File: src/rtl/proc_multi_stage.sv
// Match-action packet sequencer: parser once, then matcher/executor per enabled stage.
// Optional watchdog on every wait state is built only when PROC_TIMEOUT_EN is defined.
module proc_multi_stage #(
    parameter int NUM_STAGES = 4,
    parameter int ADDR_W     = 32,
    parameter int STAGE_W    = (NUM_STAGES > 1) ? $clog2(NUM_STAGES) : 1
`ifdef PROC_TIMEOUT_EN
    ,
    parameter int TIMEOUT_CYCLES = 1024
`endif
) (
    input  logic                  clk,
    input  logic                  rst,
    input  logic                  start_i,
    output logic                  ready_o,
    output logic                  busy_o,
    output logic                  err_o,
    output logic [NUM_STAGES-1:0] hit_vec_o,
    output logic [31:0]           pkt_cnt_o,
    output logic                  ps_start_o,
    input  logic                  ps_ready_i,
    output logic                  mt_start_o,
    input  logic                  mt_ready_i,
    output logic [STAGE_W-1:0]    mt_stage_o,
    input  logic                  mt_is_match_i,
    output logic                  ex_start_o,
    input  logic                  ex_ready_i,
    output logic [ADDR_W-1:0]     ex_op_start_cnt_o,
    input  logic                  cfg_we_i,
    input  logic [STAGE_W-1:0]    cfg_stage_i,
    input  logic                  cfg_en_i,
    input  logic [ADDR_W-1:0]     cfg_hit_addr_i,
    input  logic [ADDR_W-1:0]     cfg_miss_addr_i,
    output logic                  cfg_ack_o
);

    typedef enum logic [2:0] {FREE, PARSE, MATCH, EXEC, DONE} state_t;

    state_t                state, next_state;
    logic                  ready, next_ready;
    logic                  err, next_err;
    logic                  ps_start, next_ps_start;
    logic                  mt_start, next_mt_start;
    logic                  ex_start, next_ex_start;
    logic                  cfg_ack, next_cfg_ack;
    logic [NUM_STAGES-1:0] hit_vec, next_hit_vec;
    logic [31:0]           pkt_cnt, next_pkt_cnt;
    logic [STAGE_W-1:0]    mt_stage, next_mt_stage;
    logic [ADDR_W-1:0]     ex_op, next_ex_op;

    logic [NUM_STAGES-1:0] en_mask;
    logic [ADDR_W-1:0]     hit_addr  [NUM_STAGES];
    logic [ADDR_W-1:0]     miss_addr [NUM_STAGES];
    logic                  cfg_write;

    logic                  first_found, upper_found;
    logic [STAGE_W-1:0]    first_stage, upper_stage;

`ifdef PROC_TIMEOUT_EN
    localparam int TMO_W = (TIMEOUT_CYCLES > 2) ? $clog2(TIMEOUT_CYCLES) : 1;
    logic [TMO_W-1:0] tmo_cnt, next_tmo_cnt;
`endif

    // Descending scan so the lowest matching index is the one left standing.
    always_comb begin
        first_found = 1'b0;
        first_stage = '0;
        upper_found = 1'b0;
        upper_stage = '0;
        for (int i = NUM_STAGES - 1; i >= 0; i--) begin
            if (en_mask[i]) begin
                first_found = 1'b1;
                first_stage = STAGE_W'(i);
            end
            if (en_mask[i] && (i > int'(mt_stage))) begin
                upper_found = 1'b1;
                upper_stage = STAGE_W'(i);
            end
        end
    end

    assign cfg_write = (state == FREE) && cfg_we_i && (int'(cfg_stage_i) < NUM_STAGES);

    always_comb begin
        next_state    = state;
        next_ready    = ready;
        next_err      = err;
        next_ps_start = ps_start;
        next_mt_start = mt_start;
        next_ex_start = ex_start;
        next_cfg_ack  = 1'b0;
        next_hit_vec  = hit_vec;
        next_pkt_cnt  = pkt_cnt;
        next_mt_stage = mt_stage;
        next_ex_op    = ex_op;

        case (state)
            FREE: begin
                if (cfg_we_i) begin
                    next_cfg_ack = 1'b1;
                end else if (start_i) begin
                    next_ready    = 1'b0;
                    next_err      = 1'b0;
                    next_hit_vec  = '0;
                    next_ps_start = 1'b1;
                    next_state    = PARSE;
                end
            end
            PARSE: begin
                if (ps_start && ps_ready_i) begin
                    next_ps_start = 1'b0;
                    if (!first_found) begin
                        next_ready   = 1'b1;
                        next_pkt_cnt = pkt_cnt + 32'd1;
                        next_state   = DONE;
                    end else begin
                        next_mt_stage = first_stage;
                        next_mt_start = 1'b1;
                        next_state    = MATCH;
                    end
                end
            end
            MATCH: begin
                if (mt_start && mt_ready_i) begin
                    next_mt_start          = 1'b0;
                    next_hit_vec[mt_stage] = mt_is_match_i;
                    next_ex_op    = mt_is_match_i ? hit_addr[mt_stage] : miss_addr[mt_stage];
                    next_ex_start = 1'b1;
                    next_state    = EXEC;
                end
            end
            EXEC: begin
                if (ex_start && ex_ready_i) begin
                    next_ex_start = 1'b0;
                    if (upper_found) begin
                        next_mt_stage = upper_stage;
                        next_mt_start = 1'b1;
                        next_state    = MATCH;
                    end else begin
                        next_ready   = 1'b1;
                        next_pkt_cnt = pkt_cnt + 32'd1;
                        next_state   = DONE;
                    end
                end
            end
            DONE: begin
                if (!start_i) begin
                    next_state = FREE;
                end
            end
            default: next_state = FREE;
        endcase

`ifdef PROC_TIMEOUT_EN
        // Staying put in a wait state means the expected ready has not arrived.
        next_tmo_cnt = (next_state != state) ? '0 : tmo_cnt + TMO_W'(1);
        if ((state == PARSE || state == MATCH || state == EXEC) && (next_state == state)
            && (tmo_cnt == TMO_W'(TIMEOUT_CYCLES - 1))) begin
            next_ps_start = 1'b0;
            next_mt_start = 1'b0;
            next_ex_start = 1'b0;
            next_err      = 1'b1;
            next_ready    = 1'b1;
            next_pkt_cnt  = pkt_cnt + 32'd1;
            next_state    = DONE;
            next_tmo_cnt  = '0;
        end
`endif
    end

    always_ff @(posedge clk) begin
        if (rst) begin
            state    <= FREE;
            ready    <= 1'b0;
            err      <= 1'b0;
            ps_start <= 1'b0;
            mt_start <= 1'b0;
            ex_start <= 1'b0;
            cfg_ack  <= 1'b0;
            hit_vec  <= '0;
            pkt_cnt  <= '0;
            mt_stage <= '0;
            ex_op    <= '0;
        end else begin
            state    <= next_state;
            ready    <= next_ready;
            err      <= next_err;
            ps_start <= next_ps_start;
            mt_start <= next_mt_start;
            ex_start <= next_ex_start;
            cfg_ack  <= next_cfg_ack;
            hit_vec  <= next_hit_vec;
            pkt_cnt  <= next_pkt_cnt;
            mt_stage <= next_mt_stage;
            ex_op    <= next_ex_op;
        end
    end

`ifdef PROC_TIMEOUT_EN
    always_ff @(posedge clk) begin
        if (rst) begin
            tmo_cnt <= '0;
        end else begin
            tmo_cnt <= next_tmo_cnt;
        end
    end
`endif

    // Stage table; out-of-range writes still ack but never land here.
    always_ff @(posedge clk) begin
        if (rst) begin
            en_mask <= NUM_STAGES'(1);
            for (int i = 0; i < NUM_STAGES; i++) begin
                hit_addr[i]  <= '0;
                miss_addr[i] <= '0;
            end
        end else if (cfg_write) begin
            en_mask[cfg_stage_i]   <= cfg_en_i;
            hit_addr[cfg_stage_i]  <= cfg_hit_addr_i;
            miss_addr[cfg_stage_i] <= cfg_miss_addr_i;
        end
    end

    assign ready_o           = ready;
    assign busy_o            = (state != FREE) && (state != DONE);
    assign err_o             = err;
    assign hit_vec_o         = hit_vec;
    assign pkt_cnt_o         = pkt_cnt;
    assign ps_start_o        = ps_start;
    assign mt_start_o        = mt_start;
    assign mt_stage_o        = mt_stage;
    assign ex_start_o        = ex_start;
    assign ex_op_start_cnt_o = ex_op;
    assign cfg_ack_o         = cfg_ack;

endmodule
File: config.mk
export PLATFORM = sky130hd
export DESIGN_NAME = proc_multi_stage
export DESIGN_NICKNAME = d
export VERILOG_FILES = /design/src/rtl/proc_multi_stage.sv
export SDC_FILE = /design/constraint.sdc
export NUM_CORES = 1
export LEC_CHECK = 0
export CELL_PAD_IN_SITES_DETAIL_PLACEMENT = 0
export CELL_PAD_IN_SITES_GLOBAL_PLACEMENT = 2
export CORE_MARGIN = 3
export CORE_UTILIZATION = 40
export CTS_BUF_LIST = sky130_fd_sc_hd__clkbuf_8
export DETAILED_ROUTE_END_ITERATION = 8
export GPL_TIMING_DRIVEN = 0
export PLACE_DENSITY_LB_ADDON = 0.1
export SLEW_MARGIN = 20
export SYNTH_ARGS = -nofsm -noshare
export SYNTH_HDL_FRONTEND = slang
export SYNTH_SLANG_ARGS = --single-unit
File: constraint.sdc
create_clock -name clk -period 4.4 [get_ports clk]
set_input_delay 0.88 -clock clk [delete_from_list [all_inputs] [get_ports clk]]
set_output_delay 0.88 -clock clk [all_outputs]
set_load 0.01 [all_outputs]
## After elaboration in Yosys (flattened, before gate mapping)

Memory sizes are Yosys's and may differ from the RTL's. A register that Yosys moved wholly into a read port is not among the register bits.
Cells that the tools add are included.

- Bits in registers: 82
- RAM bits: 256
- Bits of input ports: 75
- Output and inout bits: 77
- Logic and storage cells: 147
- Memories kept: 2

Memory list:

| memory | depth | bits a word | read ports | clocked after Yosys merged registers in | write ports | RTL line | RTL |
|---|---|---|---|---|---|---|---|
| hit_addr | 4 | 32 | 1 | 1 | 4 | 52 | `logic [ADDR_W-1:0] hit_addr [NUM_STAGES];` |
| miss_addr | 4 | 32 | 1 | 1 | 4 | 53 | `logic [ADDR_W-1:0] miss_addr [NUM_STAGES];` |

- Add/sub/neg operators: 1
- Order comparisons: 7
- Equality and inequality tests: 15
- Multiplexer cells: 80
- Bitwise logic cells: 1
- Reduce and logical (&&, ||, !) cells: 30

Operators with widths:

| kind | count |
|---|---|
| two-way mux 32 bit | 7 |
| case mux 32 bit (2 select lines) | 1 |
| OR reduction 32 bit | 2 |
| two-way mux 2 bit | 17 |
| two-way mux 1 bit | 33 |
| adder 32 x 1 -> 32 bit, second input constant | 1 |
| two-way mux 3 bit | 8 |
| != test 2 bit, second input constant | 10 |
| case mux 3 bit (5 select lines) | 1 |
| two-way mux 4 bit | 3 |
| AND reduction 6 bit | 2 |
| logical AND 1 bit | 10 |
| AND reduction 5 bit | 2 |
| nonzero test 3 bit | 3 |
| bitwise mux 4 bit | 2 |
| case mux 4 bit (2 select lines) | 1 |
| AND reduction 4 bit | 2 |
| nonzero test 2 bit | 4 |
| AND reduction 7 bit | 1 |
| equality test 3 x 2 -> 1 bit, second input constant | 2 |
| less-than comparator 2 x 3 -> 1 bit, second input constant | 2 |
| case mux 1 bit (3 select lines) | 2 |
| demux 1 bit (select 2 bit) | 2 |
| >= comparator 2 x 1 -> 1 bit, second input constant | 2 |
| 12 further kinds | 14 |

## Depth between registers and ports, before layout

Gate-level depths: netlist of the first run.

- Depth after elaboration: 10
- Gate-level depth with buffers: 8
- Gate-level depth less buffers: 6

## Least setup slack after synthesis of the first run

No wires, ideal clock.

- Path type: input -> register
- Start: input port rst
- End: memory hit_addr[0][0], enable pin
- Library setup time: 0.432 ns
- Arrival: 2.982 ns
- Data required time: 3.968 ns
- Slack: 0.985 ns
- Stages on the path: 3
- Buffers on the path: 2
- Cells stage by stage: clkbuf_1 > clkbuf_1 > nand2b_1

RTL lines:

| what | RTL line | RTL |
|---|---|---|
| from (decl) | 13 | `input logic rst,` |
| to (decl) | 52 |  |

==> results of run 1 <==
==> sequential cells by signal (all words and copies together), names as in the netlist, 2 cells and up, named ones only <==
register,cells
hit_addr,128
miss_addr,128
ex_op_start_cnt_o,32
pkt_cnt_o,32
en_mask,4
hit_vec_o,4
state,3
mt_stage_o,2
==> report_power, final <==
group | switching (mW) | total (mW) | internal [mW]
logic | 0.432 | 0.734 | 0.302
registers | 0.0490 | 3.70 | 3.65
clock network | 1.30 | 2.61 | 1.31
total | 1.78 | 7.04 | 5.27
==> worst max-delay path, delay by kind of cell <==
family                 cells  cell delay [ns]
buffers and inverters      3             1.63
and+or+nand+nor            3             1.19
==> synthesized netlist by cell type, types with 2 or more instances <==
cell type | instances | area, µm²
o41ai_1 | 2 | 17.5
nor4_1 | 6 | 37.5
o31ai_1 | 10 | 75.1
o21ai_0 | 10 | 50.1
o2111ai_1 | 2 | 17.5
dfxtp_1 | 84 | 1680
or4_1 | 6 | 45.0
mux4_2 | 64 | 1440
nor2b_1 | 5 | 31.3
xnor2_1 | 9 | 78.8
inv_1 | 12 | 45.0
edfxtp_1 | 256 | 7690
or3_1 | 10 | 62.6
and4_1 | 2 | 17.5
a211oi_1 | 38 | 285
buf_2 | 11 | 55.1
and3b_1 | 2 | 17.5
nand4_1 | 10 | 62.6
nor2_1 | 59 | 221
nand2b_1 | 5 | 31.3
buf_1 | 6 | 22.5
o2111a_1 | 2 | 22.5
nand4b_1 | 2 | 17.5
and2_1 | 193 | 1210
mux2i_1 | 39 | 390
nand3b_1 | 2 | 15.0
nand3_1 | 14 | 70.1
a2111oi_1 | 5 | 50.1
clkbuf_1 | 60 | 225
a21oi_1 | 33 | 165
nand2_1 | 26 | 97.6
and3_1 | 68 | 425
buf_4 | 3 | 22.5
nor3_1 | 5 | 25.0
==> area by class of cell <==
| class | count | share of cell area |
|---|---|---|
| Multi-Input combinational cell | 654 | 0.289 |
| Inverter | 12 | 0.00247 |
| Sequential cell | 340 | 0.514 |
| Clock buffer | 63 | 0.0475 |
| Buffer | 80 | 0.0178 |
| Tap cell | 468 | 0.0321 |
| Clock inverter | 46 | 0.0103 |
| Timing Repair Buffer | 152 | 0.0868 |
==> metal layers <==
metal / vias up / track usage / part of all wire
met2: 248 / 0.343 / 0.49
met1: 4919 / 0.288 / 0.45
li1: 4528 / - / -
met3: 63 / 0.0312 / 0.047
met4: 2 / 0.0507 / 0.018
met5: - / 0 / 0.00032
==> per-stage QoR <==
step	instance area [µm²]	utilization	power (mW)	hold slack, ns	instances
floorplan	15000	-	4.17	0.478	1086
global placement	17000	0.463	4.51	0.477	1702
detailed placement	17200	0.467	4.52	0.479	1706
CTS	18200	0.496	7.13	0.489	1815
global route	18200	0.496	7.34	0.519	1815
finish	18200	0.496	7.04	0.489	1815
==> worst max-delay path by stage <==
| stage | to | slack (ns) | depth (start not counted) |
|---|---|---|---|
| CTS | miss_addr[1][17] | 1.16 | 6 |
| floorplan | hit_addr[0][0] | 0.99 | 3 |
| finish | miss_addr[3][21] | 1.16 | 6 |
| global placement | miss_addr[1][19] | -1.23 | 4 |
| detailed placement | miss_addr[1][17] | 0.53 | 6 |
| global route | miss_addr[1][15] | 1.03 | 6 |
==> logic make-up after synthesis <==
kind of cell / synth area share
AO/OA/AOI/OAI: 0.0553
XOR/XNOR: 0.00585
adder cells (fa/ha/maj): 0.000835
buffers and inverters: 0.0247
flip-flops: 0.625
multiplexers: 0.123
other: 0.000250
AND/OR/NAND/NOR: 0.165
==> flow_summary.toml, run 1 <==
[outcome]
status = "completed"

[synthesis]
yosysSeqAreaShare = 0.625
yosysWarnings = 0
synthCells = 1086
synth_area_um2 = 15000
ys_ff_latch = 340
synthArstFlopShare = 0
synth.avg_cell_area_um2 = 13.8
synth_cell_types = 59
synth_top_flop_cell = "edfxtp_1"
syn_nets = 1162
synth_edf_count = 256

[clock_tree]
insertion_delay_ns = 0.60
cts_buffer_depth = 3
path_clk_slew_ns = 0.06
postCtsSetupBuffers = 0
cts_resized = 0
numCtsBuffers = 58
cts_htree_levels = 2
root_buffer = "clkbuf_8"
cts_tree = "done"
cts.sinks = 340
hold_buffers = 0

[grt]
grt_max_degree = 41
antenna_found_initial = 3
grt_pass1_vias = 9904
grt_pass1_wl_um = 61000
grt_overflow = 0
grtUsageTotal = 0.206

[timing]
skew_ns = 0.0119
rsz0062_at_grt = "no"
period_needed_ns = 3.24
setup_viol = 0
slew_violations = 0
finalSetupTns_ns = 0
fin_ws_ns = 1.16
period_share = 0.736
fmax_mhz = 309
maxSlewHeadroom = 0.294
tightestPinTransition_ns = 1.04
finalHoldViolations = 0

[floorplan]
die_w_um = 200
pin_count = 152
start_util = 0.407
placeableCoreArea_um2 = 36800
die_h_um = 200
die-area_um2 = 39800
std_cell_rows = 70

[worst_setup_path]
startpoint = "cfg_we_i"
crit_arrival_ns = 3.71
rrSetupSlack_ns = 1.42
worst_path_most_repeated_cell = "clkbuf_1"
worstReg2RegStart = "state[2]"
start_kind = "input pin"
cp_cell_sequence = "clkdlybuf4s50_1, nor4b_2, nor2b_1, clkbuf_1, clkbuf_1, and2_1"
required_ns = 4.87
reg2reg_depth = 6
rr_endpoint = "miss_addr[3][21]"
critical_path_class = "in -> reg"
slowest_delay_ns = 0.64
worst_path_max_delay_cell = "clkbuf_1"
path_max_fanout = 10
worstSetupEndpointType = "register"

[worst_hold_path]
whs_endpoint = "mt_start_o"
hold_path.class = "reg -> reg"
hold_start = "mt_start_o"
whs_path_depth = 2

[detailed_routing]
first_pass_iters = 5
wl_per_cell_um = 22.4
drcViolationCount = 0
vias = 9760
post_drt_via_cell_ratio = 5.38
drt-total-wl_um = 40700
drtIter0Drc = 598
drt.antenna.violating_nets = 0

[finish]
antennaDiodeCount = 0
seq_area_um2 = 9370
final_cell_mix = "edfxtp_1 (256), and2_1 (193), clkdlybuf4s50_1 (148)"
drive_gt1_frac = 0.121
num-fill-cells = 3327
multi_input_area_um2 = 5280
nets = 1374
layout_commonest_cell = "edfxtp_1"
syn_to_final_growth_pct = 21.8

[job]
maxCapViolCount = 0

[power]
p_per_area_nw_per_um2 = 386
vdd_drop_max_v = 0.000235
power_leakage_nw = 6.64

[placement]
dp_slack_ns = 0.527
gp_congestion = 0.731
hpwlAfterDp_um = 26400
portBuffers = 148
(Power assumes the default switching activity.)
==> inputs of run 2 (changes only) <==
--- a/config.mk
+++ b/config.mk
@@ -8,7 +8,7 @@
 export CELL_PAD_IN_SITES_DETAIL_PLACEMENT = 0
 export CELL_PAD_IN_SITES_GLOBAL_PLACEMENT = 2
 export CORE_MARGIN = 3
-export CORE_UTILIZATION = 40
+export CORE_UTILIZATION = 38
 export CTS_BUF_LIST = sky130_fd_sc_hd__clkbuf_8
 export DETAILED_ROUTE_END_ITERATION = 8
 export GPL_TIMING_DRIVEN = 0
==> constraint.sdc (replaced) <==
create_clock -name clk -period 2.95 [get_ports clk]
set_input_delay 0.59 -clock clk [delete_from_list [all_inputs] [get_ports clk]]
set_output_delay 0.59 -clock clk [all_outputs]
set_load 0.01 [all_outputs]
==> run 2 against run 1 <==
Compared with the run above:
- clock skew up 0.011 ns
- sequential share of layout area is 0.38 points lower
- clock power is 54% higher
- global-route usage shrank 0.53 points
- die area up 5.1%
- highest routed layer unchanged
- combinational power increased by 51%
- non-clock buffer count stayed put
- wire length increased by 2.0%
- sequential power is 49% higher
- critical path depth grew 1
- worst setup slack worse by 0.83 ns
- via count down 1.1%
==> flow_summary.toml, run 2 (synthesis results as in run 1) <==
[outcome]
status = "completed"

[floorplan]
die_w_um = 205
start_util = 0.386
pin_count = 152
die-area_um2 = 41800
placeableCoreArea_um2 = 38800
die_h_um = 205
std_cell_rows = 72

[clock_tree]
cts.sinks = 340
cts_resized = 4
numCtsBuffers = 59
insertion_delay_ns = 0.65
cts_tree = "done"
cts_htree_levels = 2
cts_buffer_depth = 3
root_buffer = "clkbuf_8"
hold_buffers = 0
path_clk_slew_ns = 0.06
postCtsSetupBuffers = 0

[finish]
fin_util = 0.473
layout.cells.non_filler = 1866
drive_gt1_frac = 0.131
num-fill-cells = 3532
seq_area_um2 = 9370
antennaDiodeCount = 0
nets = 1375
multi_input_area_um2 = 5300
reg_top3 = "hit_addr (128), miss_addr (128)"
syn_to_final_growth_pct = 22.7
final_cell_mix = "edfxtp_1 (256), and2_1 (193), clkdlybuf4s50_1 (148)"
layout_commonest_cell = "edfxtp_1"
stdcell_area_um2 = 18400

[power]
combPwrFrac = 0.104
intPower_mw = 7.95
power_leakage_nw = 6.69
p_per_area_nw_per_um2 = 579
p_switching_mw = 2.69
p_seq_frac = 0.519
vdd_drop_max_v = 0.000310
p_clk_frac = 0.377
switching_share = 0.253
power_mw = 10.6

[worst_setup_path]
critical_path_class = "reg -> reg"
worstReg2RegStart = "state[2]"
cp_cell_sequence = "buf_4, nor4b_4, nor2b_2, and3b_1, buf_2, clkbuf_1, and2_1"
slowest_delay_ns = 0.48
startpoint = "state[2]"
rrSetupSlack_ns = 0.33
crit_arrival_ns = 3.12
start_kind = "register"
path_max_fanout = 10
worstSetupEndpointType = "register"
cp.buffers_inverters = 3
crit_family = "simple AND/OR/NAND/NOR gates"
worst_path_max_delay_cell = "clkbuf_1"
required_ns = 3.45
reg2reg_depth = 7
rr_endpoint = "miss_addr[2][0]"
path_depth = 7
cp-endpoint = "miss_addr[2][0]"

[placement]
gp_congestion = 0.716
dp.cells = 1756
portBuffers = 148
dp_slack_ns = -0.735
hpwlAfterDp_um = 27000
detailed_place.area_um2 = 17300

[detailed_routing]
wl_per_cell_um = 22.3
first_pass_iters = 5
post_drt_via_cell_ratio = 5.17
drt.antenna.violating_nets = 0
drt-total-wl_um = 41600
drtIter0Drc = 476
drcViolationCount = 0
vias = 9649

[timing]
skew_ns = 0.0234
tightestPinTransition_ns = 1.04
period_share = 0.889
setup_viol = 0
period_needed_ns = 2.62
rsz0062_at_grt = "no"
fin_ws_ns = 0.328
finalSetupTns_ns = 0
finalHoldViolations = 0
hold_ws_ns = 0.487
slew_violations = 0
fmax_mhz = 381
maxSlewHeadroom = 0.307

[grt]
grt_max_degree = 42
antenna_found_initial = 1
grt_pass1_vias = 10000
grt_overflow = 0
grtUsageTotal = 0.201
grt_pass1_wl_um = 62500

[worst_hold_path]
hold_path.class = "reg -> reg"

[job]
maxCapViolCount = 0
==> run 2: changes by cell type in the layout (fill, tap and decap cells not counted), moves of 2 or more <==
cell | previous run | this run
clkinv_2 | 3 | 5
clkbuf_2 | 0 | 4
clkbuf_8 | 63 | 66
clkbuf_1 | 60 | 56
clkinv_1 | 18 | 13
==> run 2: power by group through the flow <==
stage / Sequential [mW] / Clock, mW / Combinational, mW
after detailed placement: 5.62 / 0 / 1.13
final: 5.52 / 4.01 / 1.11
after CTS: 5.53 / 4.13 / 1.13
after global placement: 5.63 / 0 / 1.09
after floorplan: 5.61 / 0 / 0.599
after global routing: 5.55 / 4.36 / 1.21
==> run 2: per-layer routing <==
metal	part of all wire	GRT usage	vias to the layer above
met5	0.00019	0	-
met3	0.052	0.0400	65
met2	0.48	0.329	244
met4	0.024	0.0649	2
met1	0.44	0.271	4804
li1	-	-	4534
==> run 2: worst min path at each step <==
| stage | start | endpoint | slack [ns] | depth (start not counted) |
|---|---|---|---|---|
| 3_5_place_dp | mt_start_o | mt_start_o | 0.48 | 2 |
| 4_1_cts | mt_start_o | mt_start_o | 0.49 | 2 |
| 3_3_place_gp | mt_start_o | mt_start_o | 0.48 | 2 |
| 5_1_grt | ex_op_start_cnt_o[27] | ex_op_start_cnt_o[27] | 0.51 | 2 |
| 6_report | mt_start_o | mt_start_o | 0.49 | 2 |
| 2_1_floorplan | en_mask[0] | en_mask[0] | 0.48 | 1 |
==> run 2: area by class of cell <==
cell class	count	share of cell area
repair buffers	152	0.0866
clock inverters	44	0.0101
plain buffers	80	0.0180
flip-flops and latches	340	0.510
inverters	12	0.00245
multi-input cells	654	0.288
well taps	518	0.0353
clock buffers	66	0.0494
==> run 2: worst reg2reg max path, cell delays in order, from the launching register on <==
cell      delay [ns]
dfxtp_1         0.30
buf_4           0.17
nor4b_4         0.45
nor2b_2         0.39
and3b_1         0.20
buf_2           0.28
clkbuf_1        0.48
and2_1          0.21
